## config.mk

```make
export PLATFORM = sky130hd
export DESIGN_NAME = ps2_coco_kbd_flat
export DESIGN_NICKNAME = d
export VERILOG_FILES = /design/src/rtl/ps2_coco_kbd_if.sv /design/src/rtl/ps2_coco_kbd.sv /design/src/flat_wrapper.sv
export SDC_FILE = /design/constraint.sdc
export NUM_CORES = 1
export LEC_CHECK = 0
export ABC_AREA = 1
export BUFFER_PORTS_ARGS = -buffer_cell sky130_fd_sc_hd__buf_2
export CAP_MARGIN = 20
export CELL_PAD_IN_SITES_DETAIL_PLACEMENT = 1
export CELL_PAD_IN_SITES_GLOBAL_PLACEMENT = 2
export CORE_ASPECT_RATIO = 0.5
export CORE_MARGIN = 1
export CORE_UTILIZATION = 29
export CTS_CLUSTER_SIZE = 24
export DETAILED_ROUTE_END_ITERATION = 10
export GPL_ROUTABILITY_DRIVEN = 1
export GPL_TIMING_DRIVEN = 0
export PLACE_DENSITY = 0.79
export SLEW_MARGIN = 30
export SYNTH_ARGS = -nofsm -noshare
export SYNTH_HDL_FRONTEND = slang
export SYNTH_SLANG_ARGS = --single-unit
```

## constraint.sdc

```tcl
create_clock -name clk -period 2.3 [get_ports clk]
set_clock_uncertainty 0.2 [all_clocks]
set_input_delay 0.46 -clock clk [delete_from_list [all_inputs] [get_ports clk]]
set_output_delay 0.46 -clock clk [all_outputs]
set_load 0.05 [all_outputs]
```

## src/rtl/ps2_coco_kbd_if.sv

```systemverilog
// Keyboard-side signal bundle for ps2_coco_kbd.
//   ps2_key : {toggle, press, ext, set-2 code} from the PS/2 front end
//   dragon  : 0 = CoCo row layout, 1 = Dragon row layout
//   kb_cols : PIA PB column strobes, active low
//   joy_btn : fire buttons, active high ([0] right, [1] left)
//   kb_rows : PIA PA0..PA6 row returns, active low
// master drives the keyboard/PIA side, slave is the matrix block.
interface ps2_coco_kbd_if;
  logic [10:0] ps2_key;
  logic        dragon;
  logic [7:0]  kb_cols;
  logic [1:0]  joy_btn;
  logic [6:0]  kb_rows;

  modport master (
    output ps2_key,
    output dragon,
    output kb_cols,
    output joy_btn,
    input  kb_rows
  );

  modport slave (
    input  ps2_key,
    input  dragon,
    input  kb_cols,
    input  joy_btn,
    output kb_rows
  );
endinterface

```

## src/rtl/ps2_coco_kbd.sv

```systemverilog
// PS/2 set-2 key events to a CoCo/Dragon 7x8 keyboard matrix.
//   clk   : system clock (clk_sys domain), rising edge
//   reset : synchronous, active high
//   bus   : ps2_coco_kbd_if.slave (ps2_key, dragon, kb_cols, joy_btn in; kb_rows out)
// An event is a change of ps2_key[10]. It is latched on the toggle cycle, decoded and written
// into the matrix on the next cycle, and seen on kb_rows one cycle after that.
module ps2_coco_kbd (
  input  logic           clk,
  input  logic           reset,
  ps2_coco_kbd_if.slave  bus
);

  logic            toggle_q;
  logic            evt_valid_q;
  logic            evt_press_q;
  logic            evt_ext_q;
  logic [7:0]      evt_code_q;
  logic [6:0][7:0] matrix_q, matrix_d;
  logic            lshift_q, lshift_d;
  logic            rshift_q, rshift_d;
  logic [6:0]      kb_rows_q, kb_rows_d;

  logic            key_event;
  logic [6:0]      dec_loc;      // {hit, row[2:0], col[2:0]}
  logic            dec_lshift;
  logic            dec_rshift;
  logic [6:0][7:0] mat_eff;
  logic [6:0][7:0] mat_phys;

  assign key_event = (toggle_q != bus.ps2_key[10]);

  // Scancode decode; ext is part of the key so E0-prefixed and plain codes never alias.
  always_comb begin
    dec_loc    = 7'd0;
    dec_lshift = 1'b0;
    dec_rshift = 1'b0;
    case ({evt_ext_q, evt_code_q})
      9'h054: dec_loc = {1'b1, 3'd0, 3'd0};
      9'h01C: dec_loc = {1'b1, 3'd0, 3'd1};
      9'h032: dec_loc = {1'b1, 3'd0, 3'd2};
      9'h021: dec_loc = {1'b1, 3'd0, 3'd3};
      9'h023: dec_loc = {1'b1, 3'd0, 3'd4};
      9'h024: dec_loc = {1'b1, 3'd0, 3'd5};
      9'h02B: dec_loc = {1'b1, 3'd0, 3'd6};
      9'h034: dec_loc = {1'b1, 3'd0, 3'd7};
      9'h033: dec_loc = {1'b1, 3'd1, 3'd0};
      9'h043: dec_loc = {1'b1, 3'd1, 3'd1};
      9'h03B: dec_loc = {1'b1, 3'd1, 3'd2};
      9'h042: dec_loc = {1'b1, 3'd1, 3'd3};
      9'h04B: dec_loc = {1'b1, 3'd1, 3'd4};
      9'h03A: dec_loc = {1'b1, 3'd1, 3'd5};
      9'h031: dec_loc = {1'b1, 3'd1, 3'd6};
      9'h044: dec_loc = {1'b1, 3'd1, 3'd7};
      9'h04D: dec_loc = {1'b1, 3'd2, 3'd0};
      9'h015: dec_loc = {1'b1, 3'd2, 3'd1};
      9'h02D: dec_loc = {1'b1, 3'd2, 3'd2};
      9'h01B: dec_loc = {1'b1, 3'd2, 3'd3};
      9'h02C: dec_loc = {1'b1, 3'd2, 3'd4};
      9'h03C: dec_loc = {1'b1, 3'd2, 3'd5};
      9'h02A: dec_loc = {1'b1, 3'd2, 3'd6};
      9'h01D: dec_loc = {1'b1, 3'd2, 3'd7};
      9'h022: dec_loc = {1'b1, 3'd3, 3'd0};
      9'h035: dec_loc = {1'b1, 3'd3, 3'd1};
      9'h01A: dec_loc = {1'b1, 3'd3, 3'd2};
      9'h175: dec_loc = {1'b1, 3'd3, 3'd3};
      9'h172: dec_loc = {1'b1, 3'd3, 3'd4};
      9'h16B: dec_loc = {1'b1, 3'd3, 3'd5};
      9'h066: dec_loc = {1'b1, 3'd3, 3'd5};  // backspace doubles as LEFT
      9'h174: dec_loc = {1'b1, 3'd3, 3'd6};
      9'h029: dec_loc = {1'b1, 3'd3, 3'd7};
      9'h045: dec_loc = {1'b1, 3'd4, 3'd0};
      9'h016: dec_loc = {1'b1, 3'd4, 3'd1};
      9'h01E: dec_loc = {1'b1, 3'd4, 3'd2};
      9'h026: dec_loc = {1'b1, 3'd4, 3'd3};
      9'h025: dec_loc = {1'b1, 3'd4, 3'd4};
      9'h02E: dec_loc = {1'b1, 3'd4, 3'd5};
      9'h036: dec_loc = {1'b1, 3'd4, 3'd6};
      9'h03D: dec_loc = {1'b1, 3'd4, 3'd7};
      9'h03E: dec_loc = {1'b1, 3'd5, 3'd0};
      9'h046: dec_loc = {1'b1, 3'd5, 3'd1};
      9'h052: dec_loc = {1'b1, 3'd5, 3'd2};
      9'h04C: dec_loc = {1'b1, 3'd5, 3'd3};
      9'h041: dec_loc = {1'b1, 3'd5, 3'd4};
      9'h04E: dec_loc = {1'b1, 3'd5, 3'd5};
      9'h049: dec_loc = {1'b1, 3'd5, 3'd6};
      9'h04A: dec_loc = {1'b1, 3'd5, 3'd7};
      9'h05A: dec_loc = {1'b1, 3'd6, 3'd0};
      9'h16C: dec_loc = {1'b1, 3'd6, 3'd1};
      9'h076: dec_loc = {1'b1, 3'd6, 3'd2};
      9'h011: dec_loc = {1'b1, 3'd6, 3'd3};
      9'h014: dec_loc = {1'b1, 3'd6, 3'd4};
      9'h005: dec_loc = {1'b1, 3'd6, 3'd5};
      9'h006: dec_loc = {1'b1, 3'd6, 3'd6};
      9'h012: dec_lshift = 1'b1;
      9'h059: dec_rshift = 1'b1;
      default: dec_loc = 7'd0;
    endcase
  end

  // Matrix write on the cycle after the event was latched.
  always_comb begin
    matrix_d = matrix_q;
    lshift_d = lshift_q;
    rshift_d = rshift_q;
    if (evt_valid_q) begin
      if (dec_lshift) begin
        lshift_d = evt_press_q;
      end else if (dec_rshift) begin
        rshift_d = evt_press_q;
      end else if (dec_loc[6]) begin
        matrix_d[dec_loc[5:3]][dec_loc[2:0]] = evt_press_q;
      end
    end
  end

  // SHIFT is the OR of both shift keys so releasing one keeps it held by the other.
  always_comb begin
    mat_eff       = matrix_q;
    mat_eff[6][7] = matrix_q[6][7] | lshift_q | rshift_q;
  end

  // Dragon moves matrix rows 0..5 up by two physical rows (mod 6); row 6 is shared.
  always_comb begin
    mat_phys = mat_eff;
    for (int p = 0; p < 6; p++) begin
      mat_phys[p] = bus.dragon ? mat_eff[(p + 4) % 6] : mat_eff[p];
    end
  end

  always_comb begin
    for (int p = 0; p < 7; p++) begin
      kb_rows_d[p] = ~|(mat_phys[p] & ~bus.kb_cols);
    end
    if (bus.joy_btn[0]) kb_rows_d[0] = 1'b0;
    if (bus.joy_btn[1]) kb_rows_d[1] = 1'b0;
  end

  // The toggle reference tracks ps2_key[10] even in reset, so a toggle coinciding with
  // reset is absorbed and never seen as an event afterwards.
  always_ff @(posedge clk) begin
    toggle_q <= bus.ps2_key[10];
    if (reset) begin
      evt_valid_q <= 1'b0;
      evt_press_q <= 1'b0;
      evt_ext_q   <= 1'b0;
      evt_code_q  <= 8'h00;
      matrix_q    <= '0;
      lshift_q    <= 1'b0;
      rshift_q    <= 1'b0;
      kb_rows_q   <= 7'h7F;
    end else begin
      evt_valid_q <= key_event;
      if (key_event) begin
        evt_press_q <= bus.ps2_key[9];
        evt_ext_q   <= bus.ps2_key[8];
        evt_code_q  <= bus.ps2_key[7:0];
      end
      matrix_q  <= matrix_d;
      lshift_q  <= lshift_d;
      rshift_q  <= rshift_d;
      kb_rows_q <= kb_rows_d;
    end
  end

  assign bus.kb_rows = kb_rows_q;

endmodule

```

## src/flat_wrapper.sv

```systemverilog
// flat-port wrapper written by rule: the top's interface ports become plain ports
module ps2_coco_kbd_flat 
  (clk, reset, bus_ps2_key, bus_dragon, bus_kb_cols, bus_joy_btn, bus_kb_rows);
  ps2_coco_kbd_if bus_i ();
  input  logic clk;
  input  logic reset;
  input wire logic [$bits(bus_i.ps2_key)-1:0] bus_ps2_key;
  input wire logic [$bits(bus_i.dragon)-1:0] bus_dragon;
  input wire logic [$bits(bus_i.kb_cols)-1:0] bus_kb_cols;
  input wire logic [$bits(bus_i.joy_btn)-1:0] bus_joy_btn;
  output wire logic [$bits(bus_i.kb_rows)-1:0] bus_kb_rows;
  assign bus_i.ps2_key = bus_ps2_key;
  assign bus_i.dragon = bus_dragon;
  assign bus_i.kb_cols = bus_kb_cols;
  assign bus_i.joy_btn = bus_joy_btn;
  assign bus_kb_rows = bus_i.kb_rows;
  ps2_coco_kbd u_core (.clk(clk), .reset(reset), .bus(bus_i));
endmodule
```

-- Word level (Yosys, flattened, before mapping)
Cells that the tools add are included.
- input bits: 24
- word-level logic and storage cells: 126
- register bits after elaboration: 77
- output and inout bits: 7
- reduce and logical (&&, ||, !) cells: 20
- equality and inequality tests: 59
- bitwise operators: 12
- multiplexer cells: 16
- order comparisons: 4
- operator list (cell ; count):
    $pmux 7 s55 ; 1
    $eq 9x6->1 const B ; 23
    $eq 9x7->1 const B ; 18
    $eq 9x5->1 const B ; 10
    $and 8x8->8 ; 7
    $bwmux 56 ; 1
    $mux 8 ; 7
    $reduce_or 8->1 ; 7
    $eq 9x9->1 const B ; 5
    $demux 8 s3 ; 1
    $eq 9x3->1 const B ; 2
    $lt 3x4->1 const B ; 2
    $not 8->8 ; 1
    $logic_not 1->1 ; 7
    $ge 3x1->1 const B ; 2
    $mux 1 ; 5
    $reduce_and 4->1 ; 1
    $demux 1 s3 ; 1
    $reduce_and 3->1 ; 1
    $logic_and 1x1->1 ; 2
    $not 1->1 ; 2
    $or 1x1->1 ; 2
    $reduce_and 2->1 ; 1
    $reduce_or 2->1 ; 1
    $ne 1x1->1 ; 1

-- Longest topological paths before layout
Gate-level depths: netlist (run 1).
- depth in word-level cells: 10
- mapped depth: 17
- gate-level depth less buffers: 16

-- Least setup slack after synthesis (run 1)
OpenSTA, ideal clock, no wires.
- path type: register to register
- start point: register u_core.evt_ext_q
- end point: register u_core.matrix_q, in the netlist u_core.mat_eff[53]
- stages on the path, launching flop included: 17
- required time: 1.968 ns
- library setup time: 0.132 ns
- slack: 0.078 ns
- clock period less this slack: 2.222 ns
- data arrival time: 1.890 ns
- path buffers: 4
- cell sequence: dfxtp_1 -> buf_2 -> inv_2 -> buf_2 -> nand3_2 -> nor2_1 -> nor2_1 -> nand2_1 -> nor2_1 -> nand2_1 -> nor2_1 -> a21oi_2 -> buf_4 -> buf_2 -> nand2_1 -> nand2_1 -> a21oi_1
- longest elaborated chain between the ends: 10
- elaborated cells on any way between the ends: 76
- those cells by class: order compare (4); eq/ne (58); mux (8); bitwise (2); reduce/logical (4)
- ends and longest elaborated chain (item ; RTL line ; RTL):
    start: declaration ; ps2_coco_kbd.sv:16 ; logic evt_ext_q;
    start signal: assignment ; ps2_coco_kbd.sv:155 ; evt_ext_q <= bus.ps2_key[8];
    $eq 9x9->1 or $eq 9x7->1 (tied branches) ; ps2_coco_kbd.sv:37 ; case ({evt_ext_q, evt_code_q})
    $reduce_or 2->1 (no source line) ; - ;
    $pmux 7 s55 ; ps2_coco_kbd.sv:37 ;
    $lt 3x4->1 (implied by the code) or $ge 3x1->1 (tied branches) ; ps2_coco_kbd.sv:111 ; matrix_d[dec_loc[5:3]][dec_loc[2:0]] = evt_press_q;
    $logic_and 1x1->1 (implied by the code) ; ps2_coco_kbd.sv:111 ;
    $mux 1 (implied by the code) ; ps2_coco_kbd.sv:111 ;
    $demux 1 s3 ; - ;
    $mux 8 (implied by the code) ; ps2_coco_kbd.sv:111 ;
    $demux 8 s3 ; - ;
    $bwmux 56 ; ps2_coco_kbd.sv:111 ;
    end signal: assignment ; ps2_coco_kbd.sv:158 ; matrix_q <= matrix_d;
    end: declaration ; ps2_coco_kbd.sv:18 ; logic [6:0][7:0] matrix_q, matrix_d;
Several ways; a longest one is shown, not always the timed one.
A chain may end at the register's enable or synchronous reset.

-- Final worst setup path (run 1)
- start point: register u_core.evt_code_q[1]
- end point: register u_core.matrix_q, in the netlist u_core.mat_eff[52]
- longest elaborated chain between the ends: 10
- elaborated cells on any way between the ends: 76
- those cells by class: order compare (4); eq/ne (58); mux (8); bitwise (2); reduce/logical (4)
- ends and longest elaborated chain (item ; RTL line ; RTL):
    start: declaration ; ps2_coco_kbd.sv:17 ; logic [7:0] evt_code_q;
    start signal: assignment ; ps2_coco_kbd.sv:156 ; evt_code_q <= bus.ps2_key[7:0];
    $eq 9x9->1 or $eq 9x7->1 (tied branches) ; ps2_coco_kbd.sv:37 ;
    $reduce_or 2->1 (no source line) ; - ;
    $pmux 7 s55 ; ps2_coco_kbd.sv:37 ;
    $lt 3x4->1 (implied by the code) or $ge 3x1->1 (tied branches) ; ps2_coco_kbd.sv:111 ;
    $logic_and 1x1->1 (implied by the code) ; ps2_coco_kbd.sv:111 ;
    $mux 1 (implied by the code) ; ps2_coco_kbd.sv:111 ;
    $demux 1 s3 ; - ;
    $mux 8 (implied by the code) ; ps2_coco_kbd.sv:111 ;
    $demux 8 s3 ; - ;
    $bwmux 56 ; ps2_coco_kbd.sv:111 ;
Several ways; a longest one is shown, not always the timed one.

==> run summary, run 1 <==
Status - finished with violations
TritonCTS clock tree - built
Std cell rows - 33
Req. time, crit path - 2.39 ns
Max_cap viols - 0
Yosys top cell area share - 30.2%
Drt wl/cell - 22.7 um
Number of vias per cell - 5.71
# diodes - 0
Setup TNS Final - -15.74 ns
Clock-pin slew on the worst setup and hold paths - 0.08 ns
Max-slew violations - 0
Area grow syn2layout - 49.2%
Core Footprint - 16800 um2
Failing checks - setup timing
Total routed wirelength - 27700 um
Hpwl dp - 18600 um
Crit path cell chain - buf_6 > nor2_4 > buf_6 > nand2_4 > nor2_2 > nand2_1 > nand3_2 > nor2_1 > nand2_1 > nor2_4 > a21oi_4 > buf_12 > buf_12 > clkbuf_16 > nand3_1 > a21oi_1
Final worst slack - -0.322 ns
DP Worst Slack - -0.663 ns
CTS Hold Bufs - 0
VDD IR max - 367 uV
Num CTS Buffers - 9
Initial Util - 30.4%
Mapped Area - 5100 um2
Tightest Hold Check Type - input pin to flop
First-pass GRT wire length - 39200 um
Tot Pwr - 3.84 mW
Longest Clk Path Bufs - 2
Port-buffer cells - 29
Avg Cell Area, Syn - 5.86 um2
Top cells by area, synth - dfxtp_1, nand2_1, nor2_1, nand3_1, a21oi_1
Seq cells post-synth - 77
Clock Latency Late Sink - 0.36 ns
Cell count after synthesis - 870
Vias in the first global route - 6468
Slew @ Worst Pin - 1.08 ns
Period utilization - 114%
Crit Path Max Fanout - 6
Share of layout cells above drive strength 1 - 32.6%
Die width - 189 um
Root Buffer - clkbuf_16
Max H-tree Level - 3
Synth warn - 0
I/O pin count - 31
Largest net degree at the start of global routing - 17
DRC violations left - 0
Setup violations, final - 55
Initial drt markers - 602
Fmax - 381 MHz
CP max stage delay - 0.38 ns
Slowest cell on the critical path - dfxtp_4
DIE HEIGHT - 95.8 um
WS Path Type - flop to flop
Worst Path Arrival - 2.71 ns
Startpoint types - flop
Overflow after GRT - 0
Final min period - 2.62 ns
Power per cell area - 505 nW/um2
LEAKAGE - 3.00 nW
Syn Nets - 894
Initial DRT Pass Iterations - 5
Synth unique cells - 32
Slew Limit Headroom - 27.4%
Vias - 6962
Total track usage - 29.3%
Fin. Hold Viols - 0
Largest area contributor in the netlist - dfxtp_1
Routed Antenna Nets - 0
Final nets - 1012
GP Congestion - 0.996
RSZ-0062 raised after global routing - yes
Setup crit end kind - flop
Clock Sinks - 77
Sequential area share after synthesis - 30.2%
Initial antenna violation count - 0
Die area - 18100 um2
## cell families (layout without fill, tap and decap cells)
kind of cell,after synthesis,count (layout),synth area share (%)
mux,1,1,0.196
buf+inv,112,235,8.98
simple gates,507,507,42.0
flops,77,77,30.2
compound gates,173,173,18.6
## through the flow
stage,util (%),area [um2],std cells,hold WS [ns]
after global routing,45.4,7600,1220,0.0216
after floorplan,-,5100,870,0.204
final,45.4,7600,1220,0.0326
after detailed placement,33.0,5530,1126,0.221
after CTS,39.7,6660,1178,0.0179
after global placement,33.0,5530,1126,0.214
## path summary, 6_finish.rpt
check | cells past startpoint | end | start | slack (ns)
worst max-delay path | 16 | u_core.mat_eff[52] | u_core.evt_code_q[1] | -0.32
worst min-delay path | 1 | u_core.toggle_q | bus_ps2_key[10] | 0.03
worst max register to register | 16 | u_core.mat_eff[52] | u_core.evt_code_q[1] | -0.32
worst min register to register | 2 | u_core.matrix_q[55] | u_core.matrix_q[55] | 0.23
## report_power, final
part / switching (mW) / internal [mW]
registers: 0.0376 / 1.36
clock network: 0.726 / 0.760
logic: 0.618 / 0.337
total: 1.38 / 2.46
## cell type report
cell class / count / area [um2]
fillers: 2154 / 9160
inverters: 68 / 280
multi-input cells: 681 / 3880
repair buffers: 107 / 968
flip-flops and latches: 77 / 1570
clock inverters: 7 / 65.1
well taps: 227 / 284
plain buffers: 44 / 328
clock buffers: 9 / 225
## metal layers
layer / GRT usage (%) / routed length, um / part of all wire, %
met1: 40.5 / 12700 / 46
met2: 45.9 / 11900 / 43
met3: 5.98 / 2170 / 7.8
met4: 8.40 / 831 / 3.0
met5: 0 / 0 / 0
## synth_stat cells
cell type,instances
clkbuf_1,28
buf_4,7
a211oi_1,10
nor4_1,1
nand3_1,94
and2_1,1
a21oi_1,89
nor2_1,141
o211ai_1,1
nor3_1,30
o2111ai_1,10
inv_2,7
clkinv_1,3
o31ai_1,1
o22ai_1,2
inv_1,58
o21ai_1,2
nand2_2,4
dfxtp_1,77
buf_2,9
a221oi_1,2
nand4_1,3
nor2_2,9
nand3b_1,1
nor2_4,2
nor3b_1,1
nand3_2,2
nand2_1,217
mux2i_1,1
o21ai_0,55
a21oi_2,1
or2_2,1
## placed cells by master, fill, tap and decap left out, types with 2 or more instances in the layout
cell	Yosys	layout
a221oi_1	2	2
inv_1	58	53
nor2_1	141	100
o22ai_1	2	2
buf_8	0	10
nand3_4	0	8
inv_6	0	2
nand4_1	3	3
nor2_2	9	23
buf_6	0	12
inv_4	0	5
a21oi_1	89	68
dfxtp_4	0	7
nand2_8	0	2
nand2_2	4	31
nand2_1	217	170
o21ai_0	55	55
inv_8	0	2
nor2_4	2	29
buf_16	0	2
a211oi_1	10	10
nor3_1	30	29
nand3_2	2	24
inv_2	7	8
buf_12	0	6
nand3_1	94	64
buf_2	9	29
dfxtp_2	0	2
dfxtp_1	77	68
clkbuf_1	28	28
a21oi_2	1	21
clkinv_4	0	2
buf_4	7	57
nand2_4	0	18
o2111ai_1	10	10
clkbuf_16	0	15
## timing repair
item / in CTS / in global routing
cloned: 3 / 6
pin swaps: 37 / 43
buffers inserted: 33 / 36
setup endpoints to repair: 55 / 55
gates resized for setup: 138 / 145
## flip-flops by register name, summed over array words and instances, names as in the netlist
| name | count |
|---|---|
| u_core.rshift_q | 1 |
| u_core.lshift_q | 1 |
| u_core.matrix_q | 1 |
| u_core.bus.kb_rows | 7 |
| u_core.evt_press_q | 1 |
| u_core.evt_valid_q | 1 |
| u_core.mat_eff | 55 |
| u_core.evt_code_q | 8 |
| u_core.toggle_q | 1 |
| u_core.evt_ext_q | 1 |
## critical path: cells and delay by family (launching register included)
family                 cells  cell delay, ns
AOI/OAI and AO/OA          2            0.33
buffers and inverters      5            0.69
DFF                        1            0.38
and+or+nand+nor            9            0.94
Power figures use the tool's default switching activity.
==> run 2, diff against run 1 <==
Settings changed: ABC_AREA 1 to 0, PLACE_DENSITY 0.79 to 0.7.
==> run summary, run 2 <==
Power per cell area - 487 nW/um2 (-3.5%)
Routed Antenna Nets - 0 (unchanged)
Post-synthesis mux area share - 15.9% (+16 points)
Placed cells - 903 (-20%)
Largest area contributor in the netlist - dfxtp_1
Number of vias per cell - 5.67 (-0.71%)
Final min period - 2.99 ns (+0.367 ns)
Vias in the first global route - 5642 (-13%)
Most common cell in the netlist - mux2i_1
Core Footprint - 17600 um2 (+5.1%)
Syn Nets - 664 (-26%)
Share of layout cells above drive strength 1 - 44.5% (+12 points)
Top cells by area, synth - dfxtp_1, mux2i_1, nand2b_1, nand2_1, nor2b_1
Crit path max-delay family - simple AND/OR/NAND/NOR gates
Num CTS Buffers - 9 (unchanged)
Req. time, crit path - 2.31 ns (-0.08 ns)
Vias - 5717 (-18%)
Longest Clk Path Bufs - 2 (unchanged)
Fin. Hold Viols - 0 (unchanged)
Tightest Hold Check Type - input pin to flop
TritonCTS clock tree - built
Failing checks - setup timing
Post-synthesis simple-gate area fraction - 31.1% (-11 points)
Initial drt markers - 389 (-35%)
Initial Util - 30.1% (-0.32 points)
Sequential area share after synthesis - 29.1% (-1.1 points)
Setup crit end kind - flop
DP Worst Slack - -1.50 ns (-0.836 ns)
Ys async rst share - 0% (unchanged)
CP Buf/Inv Count - 4 (-1)
Number of flops mapped to enable cells by yosys - 0 (unchanged)
VDD IR max - 351 uV (-4.5%)
Post-Layout Cell Count - 1009 (-17%)
Clock-pin slew on the worst setup and hold paths - 0.07 ns (about the same)
Total routed wirelength - 23200 um (-16%)
# diodes - 0 (unchanged)
Worst hold start - bus_ps2_key[10]
Main combinational cell family by area after synthesis - simple AND/OR/NAND/NOR gates
DRC violations left - 0 (unchanged)
First-pass GRT wire length - 33800 um (-14%)
Initial DRT Pass Iterations - 8 (+3)
Final nets - 794 (-22%)
Yosys top cell area share - 29.1% (-1.1 points)
Status - finished with violations
Hold depth - 1 (unchanged)
Hold endpoint - u_core.toggle_q
Final worst slack - -0.689 ns (-0.367 ns)
Startpoint types - flop
Crit-path most repeated cell - buf_6
Synth Area in XOR/XNOR - 0.992% (+0.99 points)
Max_cap viols - 0 (unchanged)
Post-layout util - 47.0% (+1.6 points)
Port-buffer cells - 29 (unchanged)
Fin area - 8280 um2 (+8.8%)
Hpwl dp - 15200 um (-18%)
Initial antenna violation count - 0 (unchanged)
Worst R2R Setup Slack - -0.69 ns (-0.37 ns)
LEAKAGE - 3.35 nW (+12%)
Crit path cell chain - buf_12 > buf_8 > or4b_4 > o31ai_2 > a31oi_1 > nor3b_2 > nor4_4 > buf_6 > buf_6 > nor3_4 > nand2_1 > mux2i_1
Setup violations, final - 55 (unchanged)
Area grow syn2layout - 56.2%
Worst Path Arrival - 3.00 ns (+0.29 ns)
Cell count after synthesis - 640 (-26%)
Mapped Area - 5300 um2 (+4.0%)
Largest net degree at the start of global routing - 17 (unchanged)
Max reg flops - 55 (unchanged)
RSZ-0062 raised after global routing - yes
FF-to-FF Start - u_core.evt_code_q[3]
Tot Pwr - 4.03 mW (+5.0%)
Fin Hold WS - 0.0542 ns (+0.0216 ns)
Post-Synth Adder-Cell Area - 0% (unchanged)
Drt wl/cell - 23.0 um (+1.3%)
Seq cells post-synth - 77 (unchanged)
Overflow after GRT - 0 (unchanged)
Period utilization - 130% (+16 points)
CP max stage delay - 0.48 ns (+0.10 ns)
Complex-gate fraction of the synthesized area - 17.6% (-0.97 points)
Avg Cell Area, Syn - 8.28 um2 (+41%)
Synth warn - 0 (unchanged)
Slew @ Worst Pin - 0.777 ns (-0.302 ns)
Clock Sinks - 77 (unchanged)
Std cell rows - 34 (+3.0%)
Clock Latency Late Sink - 0.36 ns (about the same)
Die area - 18800 um2 (+3.9%)
Slowest cell on the critical path - or4b_4
Top FF cell, synth - dfxtp_1
Max H-tree Level - 3 (unchanged)
Max-slew violations - 0 (unchanged)
Commonest cells post-synth - mux2i_1, dfxtp_1, nand2_1
Worst reg2reg path endpoint - u_core.mat_eff[31]
CP Depth - 12 (-4)
Area after DPL - 6080 um2 (+10%)
Fmax - 335 MHz (-12%)
Root Buffer - clkbuf_16
Worst Reg-to-Reg Cells - 12 (-4)
Most frequent cells in the layout - mux2i_1, buf_4, dfxtp_1, nand2_1, nand2b_1
Total track usage - 23.9% (-5.4 points)
GP Congestion - 0.910 (-8.6%)
WS Path Type - flop to flop
I/O pin count - 31 (unchanged)
Setup TNS Final - -31.71 ns (-15.97 ns)
DIE HEIGHT - 97.6 um (+1.9%)
Slew Limit Headroom - 48.0% (+21 points)
Die width - 193 um (+1.9%)
Crit Path Max Fanout - 8 (+2)
Synth unique cells - 74 (+130%)
Commonest non-fill, non-tap cell in the layout - mux2i_1
==> run 2: cell types whose count changed after synthesis, moves of 55 or more <==
cell / previous run / this run
a21oi_1: 89 / 17
nand3_1: 94 / 10
nor2_1: 141 / 28
nand2_1: 217 / 60
mux2i_1: 1 / 83
nand2b_1: 0 / 55
==> run 2: worst register-to-register path, cell delays in order, from the launching register on <==
cell and delay, ns:
dfxtp_4 0.38, buf_12 0.14, buf_8 0.13, or4b_4 0.48, o31ai_2 0.08, a31oi_1 0.10
nor3b_2 0.36, nor4_4 0.10, buf_6 0.15, buf_6 0.13, nor3_4 0.32, nand2_1 0.13
mux2i_1 0.15
==> run 2: worst max-delay path by stage <==
| stage | startpoint | end |
|---|---|---|
| after floorplan | u_core.evt_code_q[1] | u_core.mat_eff[51] |
| after global placement | u_core.evt_code_q[2] | u_core.mat_eff[21] |
| after detailed placement | u_core.evt_code_q[2] | u_core.mat_eff[21] |
| after CTS | u_core.evt_code_q[6] | u_core.mat_eff[31] |
| after global routing | u_core.evt_code_q[3] | u_core.mat_eff[21] |
| final | u_core.evt_code_q[3] | u_core.mat_eff[31] |
==> run 2: power by group <==
part | total, mW | switching (mW) | internal [mW]
clock network | 1.54 | 0.673 | 0.870
registers | 1.38 | 0.0292 | 1.35
logic | 1.11 | 0.621 | 0.488
==> run 2: area by class of cell <==
class / instances / area (um2)
flip-flops and latches: 77 / 1570
repair buffers: 126 / 1080
clock inverters: 7 / 87.6
multi-input cells: 500 / 4540
well taps: 234 / 293
inverters: 14 / 60.1
clock buffers: 9 / 225
fillers: 1971 / 9340
plain buffers: 42 / 418
==> run 2: logic make-up after synthesis <==
logic type	after synthesis
AO/OA/AOI/OAI	131
XOR/XNOR	6
buffers and inverters	63
multiplexers	84
flip-flops	77
AND/OR/NAND/NOR	279
==> run 2: timing repair <==
| action | in CTS | in global routing |
|---|---|---|
| endpoints found under the setup margin | 55 | 60 |
| cloned | 1 | 1 |
| pin swaps | 62 | 50 |
| gates resized for setup | 136 | 98 |
| setup buffers | 59 | 37 |
| hold buffers | 0 | 0 |
==> run 2: per-layer routing <==
metal / up-vias / track usage, % / wire length (um)
met2: 165 / 37.0 / 10700
met4: 0 / 9.25 / 758
met5: - / 0 / 0
li1: 2630 / - / -
met3: 59 / 4.51 / 896
met1: 2863 / 32.5 / 10900
==> run 3, diff against run 2 <==
Settings changed: SKIP_CTS_REPAIR_TIMING from default to 1.
==> run summary, run 3 (synthesis results as in run 2) <==
TritonCTS clock tree - built
Max reg flops - 55 (unchanged)
Drt wl/cell - 22.6 um (-1.8%)
DRC violations left - 0 (unchanged)
Commonest non-fill, non-tap cell in the layout - mux2i_1
Post-layout util - 43.9% (-3.1 points)
Hpwl dp - 15200 um (unchanged)
Slew @ Worst Pin - 0.778 ns (+0.00148 ns)
Crit Path Max Fanout - 8 (unchanged)
Clock Latency Late Sink - 0.35 ns (about the same)
Hold depth - 1 (unchanged)
Setup TNS Final - -34.61 ns (-2.90 ns)
Initial Util - 30.1% (unchanged)
Vias - 5557 (-2.8%)
Initial DRT Pass Iterations - 7 (-1)
Largest net degree at the start of global routing - 17 (unchanged)
Tot Pwr - 3.89 mW (-3.4%)
RSZ-0062 raised after global routing - yes
Die width - 193 um (unchanged)
Num CTS Buffers - 9 (unchanged)
Initial antenna violation count - 0 (unchanged)
CP max stage delay - 0.46 ns (-0.02 ns)
Std cell rows - 34 (unchanged)
Max_cap viols - 0 (unchanged)
Req. time, crit path - 2.37 ns (+0.06 ns)
Worst Reg-to-Reg Cells - 11 (-1)
Max-slew violations - 0 (unchanged)
Crit path cell chain - buf_8 > buf_8 > and4b_1 > a221oi_2 > nor3_2 > a311o_1 > nor4_4 > buf_6 > nand3b_4 > or3_1 > o31ai_1
Power per cell area - 503 nW/um2 (+3.3%)
Failing checks - setup timing
First-pass GRT wire length - 31100 um (-7.8%)
Routed Antenna Nets - 0 (unchanged)
Fin Hold WS - 0.0604 ns (+0.00616 ns)
Share of layout cells above drive strength 1 - 39.2% (-5.3 points)
GP Congestion - 0.910 (unchanged)
Overflow after GRT - 0 (unchanged)
Number of vias per cell - 5.66 (-0.13%)
Area grow syn2layout - 46.0%
Fmax - 326 MHz (-2.7%)
WS Path Type - flop to flop
Max H-tree Level - 3 (unchanged)
LEAKAGE - 3.10 nW (-7.5%)
Initial drt markers - 398 (+2.3%)
Crit-path most repeated cell - buf_8
Final nets - 767 (-3.4%)
Worst Path Arrival - 3.14 ns (+0.14 ns)
Slew Limit Headroom - 47.9% (-0.099 points)
Clock Sinks - 77 (unchanged)
Total track usage - 22.1% (-1.8 points)
# diodes - 0 (unchanged)
Slowest cell on the critical path - nor4_4
Core Footprint - 17600 um2 (unchanged)
Fin area - 7740 um2 (-6.5%)
Port-buffer cells - 29 (unchanged)
Clock-pin slew on the worst setup and hold paths - 0.07 ns (about the same)
I/O pin count - 31 (unchanged)
Status - finished with violations
Most frequent cells in the layout - mux2i_1, dfxtp_1, nand2_1, buf_4, nand2b_1
Startpoint types - flop
Tightest Hold Check Type - input pin to flop
Root Buffer - clkbuf_16
Setup violations, final - 55 (unchanged)
Setup crit end kind - flop
Total routed wirelength - 22200 um (-4.4%)
Period utilization - 134% (+3.5 points)
Final min period - 3.07 ns (+0.0815 ns)
Fillcell total - 1998 (+1.4%)
Vias in the first global route - 5099 (-9.6%)
Fin. Hold Viols - 0 (unchanged)
Area after DPL - 6080 um2 (unchanged)
Final worst slack - -0.771 ns (-0.0815 ns)
Longest Clk Path Bufs - 2 (unchanged)
DIE HEIGHT - 97.6 um (unchanged)
Die area - 18800 um2 (unchanged)
VDD IR max - 353 uV (+0.75%)
## run 3: changes by cell type in the layout (fill, tap and decap cells not counted), sizes merged
| cell | before | now |
|---|---|---|
| buf | 145 | 117 |
| nand3b | 6 | 7 |
## run 3: path summary, 6_finish.rpt
path              slack [ns]                   to                  from
setup / recovery       -0.77   u_core.mat_eff[53]  u_core.evt_code_q[3]
hold / removal          0.06      u_core.toggle_q       bus_ps2_key[10]
setup reg to reg       -0.77   u_core.mat_eff[53]  u_core.evt_code_q[3]
hold reg to reg         0.27  u_core.matrix_q[55]   u_core.matrix_q[55]
## run 3: layout make-up
cell class | count | area (um2) | share of cell area, %
Buffer | 42 | 359 | 4.64
Clock buffer | 9 | 225 | 2.91
Clock inverter | 7 | 87.6 | 1.13
Inverter | 14 | 60.1 | 0.776
Multi-Input combinational cell | 501 | 4340 | 56.1
Sequential cell | 77 | 1570 | 20.3
Tap cell | 234 | 293 | 3.78
Timing Repair Buffer | 98 | 805 | 10.4
## run 3: power by group
group	internal, mW	switching, mW
Combinational	0.414	0.567
Clock	0.870	0.663
Sequential	1.35	0.0298
## run 3: critical path: cells and delay by family, from the launching register on
| kind | cells | cell delay, ns |
|---|---|---|
| compound gates | 3 | 0.65 |
| flops | 1 | 0.38 |
| simple gates | 5 | 1.28 |
| buf+inv | 3 | 0.47 |
## run 3: layer usage
layer | routed length, um | share of wire, % | up-vias | track usage (%)
met2 | 10200 | 46 | 162 | 32.8
met3 | 1070 | 4.8 | 29 | 4.26
met5 | 0 | 0 | - | 0
met4 | 373 | 1.7 | 0 | 7.15
met1 | 10500 | 47 | 2793 | 31.7
li1 | - | - | 2573 | -
## run 3: per-stage QoR
| stage | worst slack [ns] | instances |
|---|---|---|
| finish | -0.771 | 982 |
| floorplan | -0.397 | 640 |
| global placement | -1.43 | 903 |
| detailed placement | -1.50 | 903 |
| global route | -0.853 | 982 |
| CTS | -1.53 | 919 |
